File: src/rtl/bundle_packer.sv
`default_nettype none
// ============================================================================
// Module   : bundle_packer
// Brief    : Packs in-order 16-bit ops into a 32-bit dual-slot IR word
//            (ALU -> IR[15:0], memory/control -> IR[31:16]).
// Revision : 1.0
// ============================================================================
module bundle_packer #(
    parameter int FLUSH_CYCLES = 4,
    parameter int CNT_W        = 16
) (
    input  logic             clk,
    input  logic             rst_n,
    input  logic             in_valid,
    output logic             in_ready,
    input  logic [15:0]      in_op,
    input  logic             flush,
    output logic             out_valid,
    input  logic             out_ready,
    output logic [31:0]      out_ir,
    output logic             illegal,
    output logic [CNT_W-1:0] bundle_cnt,
    output logic [CNT_W-1:0] nop_fill_cnt
);

    localparam logic [7:0] TMAX = 8'(FLUSH_CYCLES - 1);

    typedef enum logic [0:0] {
        IDLE = 1'b0,
        PEND = 1'b1
    } state_t;

    state_t      r_state;
    logic [15:0] r_pending;
    logic [7:0]  r_timer;

    logic        w_free;
    logic        w_accept;
    logic        w_is_alu;
    logic        w_is_s2;
    logic        w_is_nop;
    logic        w_is_ill;
    logic        w_emit;
    logic        w_nop_fill;
    logic [31:0] w_emit_ir;

    assign w_free   = ~out_valid | out_ready;
    assign in_ready = w_free & ~flush;
    assign w_accept = in_valid & in_ready;

    always_comb begin
        w_is_alu = 1'b0;
        w_is_s2  = 1'b0;
        w_is_nop = 1'b0;
        case (in_op[4:0])
            5'b01000, 5'b00101:                     w_is_alu = 1'b1;
            5'b01010, 5'b01011, 5'b11110, 5'b11011: w_is_s2  = 1'b1;
            5'b00000:                               w_is_nop = 1'b1;
            default: ;
        endcase
    end

    assign w_is_ill = ~(w_is_alu | w_is_s2 | w_is_nop);

    // An illegal op counts as an accept but must not disturb the pending op,
    // so it falls into neither emit path below.
    always_comb begin
        w_emit     = 1'b0;
        w_nop_fill = 1'b0;
        w_emit_ir  = 32'h0;
        if (w_accept && !w_is_ill) begin
            if (r_state == PEND) begin
                w_emit = 1'b1;
                if (w_is_s2) begin
                    w_emit_ir = {in_op, r_pending};
                end else begin
                    w_emit_ir  = {16'h0000, r_pending};
                    w_nop_fill = 1'b1;
                end
            end else if (w_is_s2) begin
                w_emit     = 1'b1;
                w_emit_ir  = {in_op, 16'h0000};
                w_nop_fill = 1'b1;
            end
        end else if (!w_accept && r_state == PEND && w_free &&
                     (r_timer == TMAX || flush)) begin
            w_emit     = 1'b1;
            w_emit_ir  = {16'h0000, r_pending};
            w_nop_fill = 1'b1;
        end
    end

    always_ff @(posedge clk or negedge rst_n) begin
        if (!rst_n) begin
            r_state      <= IDLE;
            r_pending    <= 16'h0000;
            r_timer      <= 8'd0;
            out_valid    <= 1'b0;
            out_ir       <= 32'h0;
            illegal      <= 1'b0;
            bundle_cnt   <= '0;
            nop_fill_cnt <= '0;
        end else begin
            illegal <= w_accept & w_is_ill;

            if (w_emit) begin
                out_valid  <= 1'b1;
                out_ir     <= w_emit_ir;
                bundle_cnt <= bundle_cnt + CNT_W'(1);
                if (w_nop_fill) begin
                    nop_fill_cnt <= nop_fill_cnt + CNT_W'(1);
                end
            end else if (out_ready) begin
                out_valid <= 1'b0;
            end

            if (w_accept && !w_is_ill) begin
                if (w_is_alu) begin
                    r_pending <= in_op;
                    r_timer   <= 8'd0;
                    r_state   <= PEND;
                end else begin
                    r_state <= IDLE;
                end
            end else if (r_state == PEND) begin
                if (w_emit) begin
                    r_state <= IDLE;
                end else if (r_timer != TMAX) begin
                    r_timer <= r_timer + 8'd1;
                end
            end
        end
    end

endmodule
`default_nettype wire

File: config.mk
export PLATFORM = sky130hd
export DESIGN_NAME = bundle_packer
export DESIGN_NICKNAME = d
export VERILOG_FILES = /design/src/rtl/bundle_packer.sv
export SDC_FILE = /design/constraint.sdc
export NUM_CORES = 1
export LEC_CHECK = 0
export BUFFER_PORTS_ARGS = -buffer_cell sky130_fd_sc_hd__buf_2
export CORE_MARGIN = 5
export CORE_UTILIZATION = 40
export CTS_CLUSTER_DIAMETER = 50
export DETAILED_ROUTE_END_ITERATION = 8
export GPL_TIMING_DRIVEN = 0
export PLACE_DENSITY_LB_ADDON = 0.3
export REMOVE_ABC_BUFFERS = 1
export SLEW_MARGIN = 20
export SYNTH_ARGS = -nofsm -noshare
export SYNTH_HDL_FRONTEND = slang
export SYNTH_SLANG_ARGS = --single-unit
File: constraint.sdc
create_clock -name clk -period 6.4 [get_ports clk]
set_clock_uncertainty 0.1 [all_clocks]
set_input_delay 0.96 -clock clk [delete_from_list [all_inputs] [get_ports clk]]
set_output_delay 0.96 -clock clk [all_outputs]
set_load 0.02 [all_outputs]
==> impl_metrics.csv <==
group,metric,value,unit
outcome,status,"finished clean",
yosys,synth-edff-count,0,
timing,fin_crit,3.29,ns
place,place_hpwl,6.63,mm
global_route,grt_overflow,0,
critical_path,path_class,"in -> reg",
finish,multi_input_area,1780,µm²
timing,final_max_slew_viol_count,0,
routing,vias_per_cell,5.35,
yosys,synthFlopType,"dfrtp_1",
yosys,synth_top_area_cell,"dfrtp_1",
global_route,antenna_found_initial,0,
routing,avgRoutedWirePerCell,16.0,µm
power_and_ir_drop,ir_drop,0.149,mV
power_and_ir_drop,p_leak,2.49,nW
clocking,cts.htree.levels,3,
clocking,cts_resized,0,
routing,final_antenna_net_count,0,
timing,grt_setup_unrepaired,"no",
routing,drt_iter0_markers,215,
finish,n_fill_cell,969,
yosys,yosys_warnings,0,
routing,vias,3118,
finish,final_util,48.4,%
critical_path,cp-end-kind,"flip-flop",
routing,dr.pass1.iters,4,
timing,worst_pin_slew,1.08,ns
clocking,clockRootBuffer,"clkbuf_8",
timing,fin_crit_sh,51.4,%
clocking,clock_latency,0.35,ns
yosys,synth_seq_cells,91,
power_and_ir_drop,power.internal,0.00101,W
floorplan,dieHeight,112,µm
floorplan,start_util,40.8,%
clocking,path_clk_slew,0.09,ns
critical_path,r2r_cells,7,
routing,routed_wl,9.34,mm
critical_path,r2r_setup_slack,3.28,ns
yosys,ys_async_sr_fraction,100,%
yosys,seq_area_frac_synth,54.6,%
finish,seq_area,2280,µm²
timing,finalSetupTns,0,ns
yosys,syn_inst,358,
power_and_ir_drop,power.density,310,nW/µm²
critical_path,cp.required,6.54,ns
finish,fin_cells,583,
global_route,grt_pass1_wl,16.0,mm
place,place_inst,568,
finish,final_cell_area,4960,µm²
finish,drive_gt1_share,29.3,%
critical_path,critical_path.reg2reg.endpoint,"bundle_cnt[1]",
yosys,syn_area,4170,µm²
timing,slew_headroom,28.0,%
floorplan,design.core.area,10200,µm²
yosys,synthesis.area_per_instance,11.6,µm²
worst_hold_path,whs_path_depth,1,
power_and_ir_drop,switchingPower,0.000529,W
routing,drc,0,
global_route,grtUsageTotal,15.4,%
power_and_ir_drop,switching_share,34.4,%
finish,nNetsFinal,468,
critical_path,path_max_fanout,18,
place,dpl_cell_area,4770,µm²
floorplan,rows,37,
critical_path,worst_ep_arrival_time,3.43,ns
clocking,cts_sinks,91,
critical_path,crit_end,"bundle_cnt[1]",
global_route,grt_pass1_vias,3202,
yosys,yosysUniqueCellTypes,47,
finish,diodes,0,
run,cap_violations,0,
clocking,cts_tree,"done",
clocking,cts_buffers,9,
critical_path,worst_setup_path_start_kind,"primary input",
power_and_ir_drop,clockPowerShare,24.0,%
yosys,synth_top_area_share,54.6,%
worst_hold_path,hold_class,"reg -> reg",
global_route,grt_max_degree,49,
critical_path,crit_start,"in_valid",
place,port_buffers,87,
power_and_ir_drop,p_seq_share,50.1,%
critical_path,reg2reg_from,"r_timer[1]",
clocking,clockBufferDepth,2,
timing,setup_violations,0,
place,gp_congestion,0.825,
yosys,synthTopCellsByArea,"dfrtp_1, a22o_1, nand2_1",
timing,fmax,0.304,GHz
clocking,cts_hold_buf,0,
timing,final_hold_viol_count,0,
floorplan,die_x,112,µm
finish,area_growth,18.8,%
floorplan,ios,88,
floorplan,die_area,12600,µm²
clocking,post-cts-setup-buffers,0,
power_and_ir_drop,combinationalPowerShare,26.0,%
synth_stat cells, types with 2 or more instances:
cell / number
dfrtp_1: 91
nand2_1: 56
a22o_1: 35
xor2_1: 18
xnor2_1: 14
nor2_1: 12
clkbuf_1: 10
a211oi_2: 9
nand3_1: 9
nand4_1: 9
inv_1: 7
a21oi_1: 6
o211ai_1: 6
and3_1: 5
buf_4: 5
nor2b_1: 5
nor4_1: 5
a2111oi_4: 4
a221o_1: 4
ha_1: 4
and2_1: 3
mux2_2: 3
nor3_1: 3
o221ai_1: 3
or4_1: 3
a21o_1: 2
buf_6: 2
nand2b_1: 2
o2111ai_1: 2
o21ai_0: 2
or3_1: 2
or4b_1: 2
metrics by stage:
step           power (W)  hold WS, ns  setup WS [ns]
4_1_cts          0.00156        0.375           3.19
2_1_floorplan    0.00102        0.347           2.57
3_3_place_gp     0.00116        0.354           1.13
6_report         0.00154        0.374           3.11
3_5_place_dp     0.00118        0.360           2.80
5_1_grt          0.00164        0.407           3.03
flip-flops by register name (all words and copies together) (netlist names):
name / count
r_timer: 8
out_valid: 1
nop_fill_cnt: 16
r_state: 1
r_pending: 16
out_ir: 32
bundle_cnt: 16
illegal: 1
routing by layer:
metal  global-route usage [%]  share of wire [%]  wire length [µm]  vias up
li1                         -                  -                 -     1467
met1                     21.7                 48              4520     1550
met2                     22.9                 45              4210       93
met3                     3.99                5.4               506        8
met4                     5.85                1.1               100        0
met5                        0                  0                 0        -
kinds of logic (layout without fill, tap and decap cells):
family | count (synthesis) | count (layout) | share of synthesized area, %
buf+inv | 25 | 114 | 3.09
compound gates | 82 | 82 | 19.3
simple gates | 121 | 121 | 14.3
xor+xnor | 32 | 32 | 6.72
fa+ha+maj | 4 | 4 | 1.20
mux | 3 | 3 | 0.810
flops | 91 | 91 | 54.6
cells in the final DEF, fill, tap and decap left out, types with 7 or more instances in the layout:
master,netlist,routed
nand4_1,9,9
nand3_1,9,9
a211oi_2,9,9
dfrtp_1,91,91
inv_1,7,7
nor2_1,12,11
buf_2,1,88
clkbuf_8,0,12
xnor2_1,14,14
xor2_1,18,18
a22o_1,35,35
nand2_1,56,56
how the worst min path moves through the flow:
stage                  endpoint  slack (ns)        startpoint
2_1_floorplan     r_pending[10]        0.35     r_pending[10]
3_3_place_gp   nop_fill_cnt[15]        0.35  nop_fill_cnt[15]
3_5_place_dp   nop_fill_cnt[15]        0.36  nop_fill_cnt[15]
4_1_cts        nop_fill_cnt[15]        0.37  nop_fill_cnt[15]
5_1_grt              out_ir[17]        0.41        out_ir[17]
6_report       nop_fill_cnt[15]        0.37  nop_fill_cnt[15]
critical path, stage by stage:
cell,delay [ns]
buf_2,0.12
or4_1,0.52
o21ba_1,0.19
nor2_1,0.82
nor2_4,0.29
buf_16,0.26
mux2_2,0.27
cell type report:
type,count,area share (%)
repair buffers,92,10.3
flip-flops and latches,91,45.9
inverters,7,0.530
multi-input cells,242,36.0
clock inverters,3,0.454
well taps,136,3.43
clock buffers,12,3.33
power by group through the flow:
stage	combinational (W)	clock, W	sequential, W
finish	0.000399	0.000368	0.000769
global route	0.000438	0.000411	0.000786
detailed placement	0.000405	0	0.000779
global placement	0.000389	0	0.000776
CTS	0.000405	0.000383	0.000769
floorplan	0.000166	0	0.000853
Power figures use the tool's default switching activity.
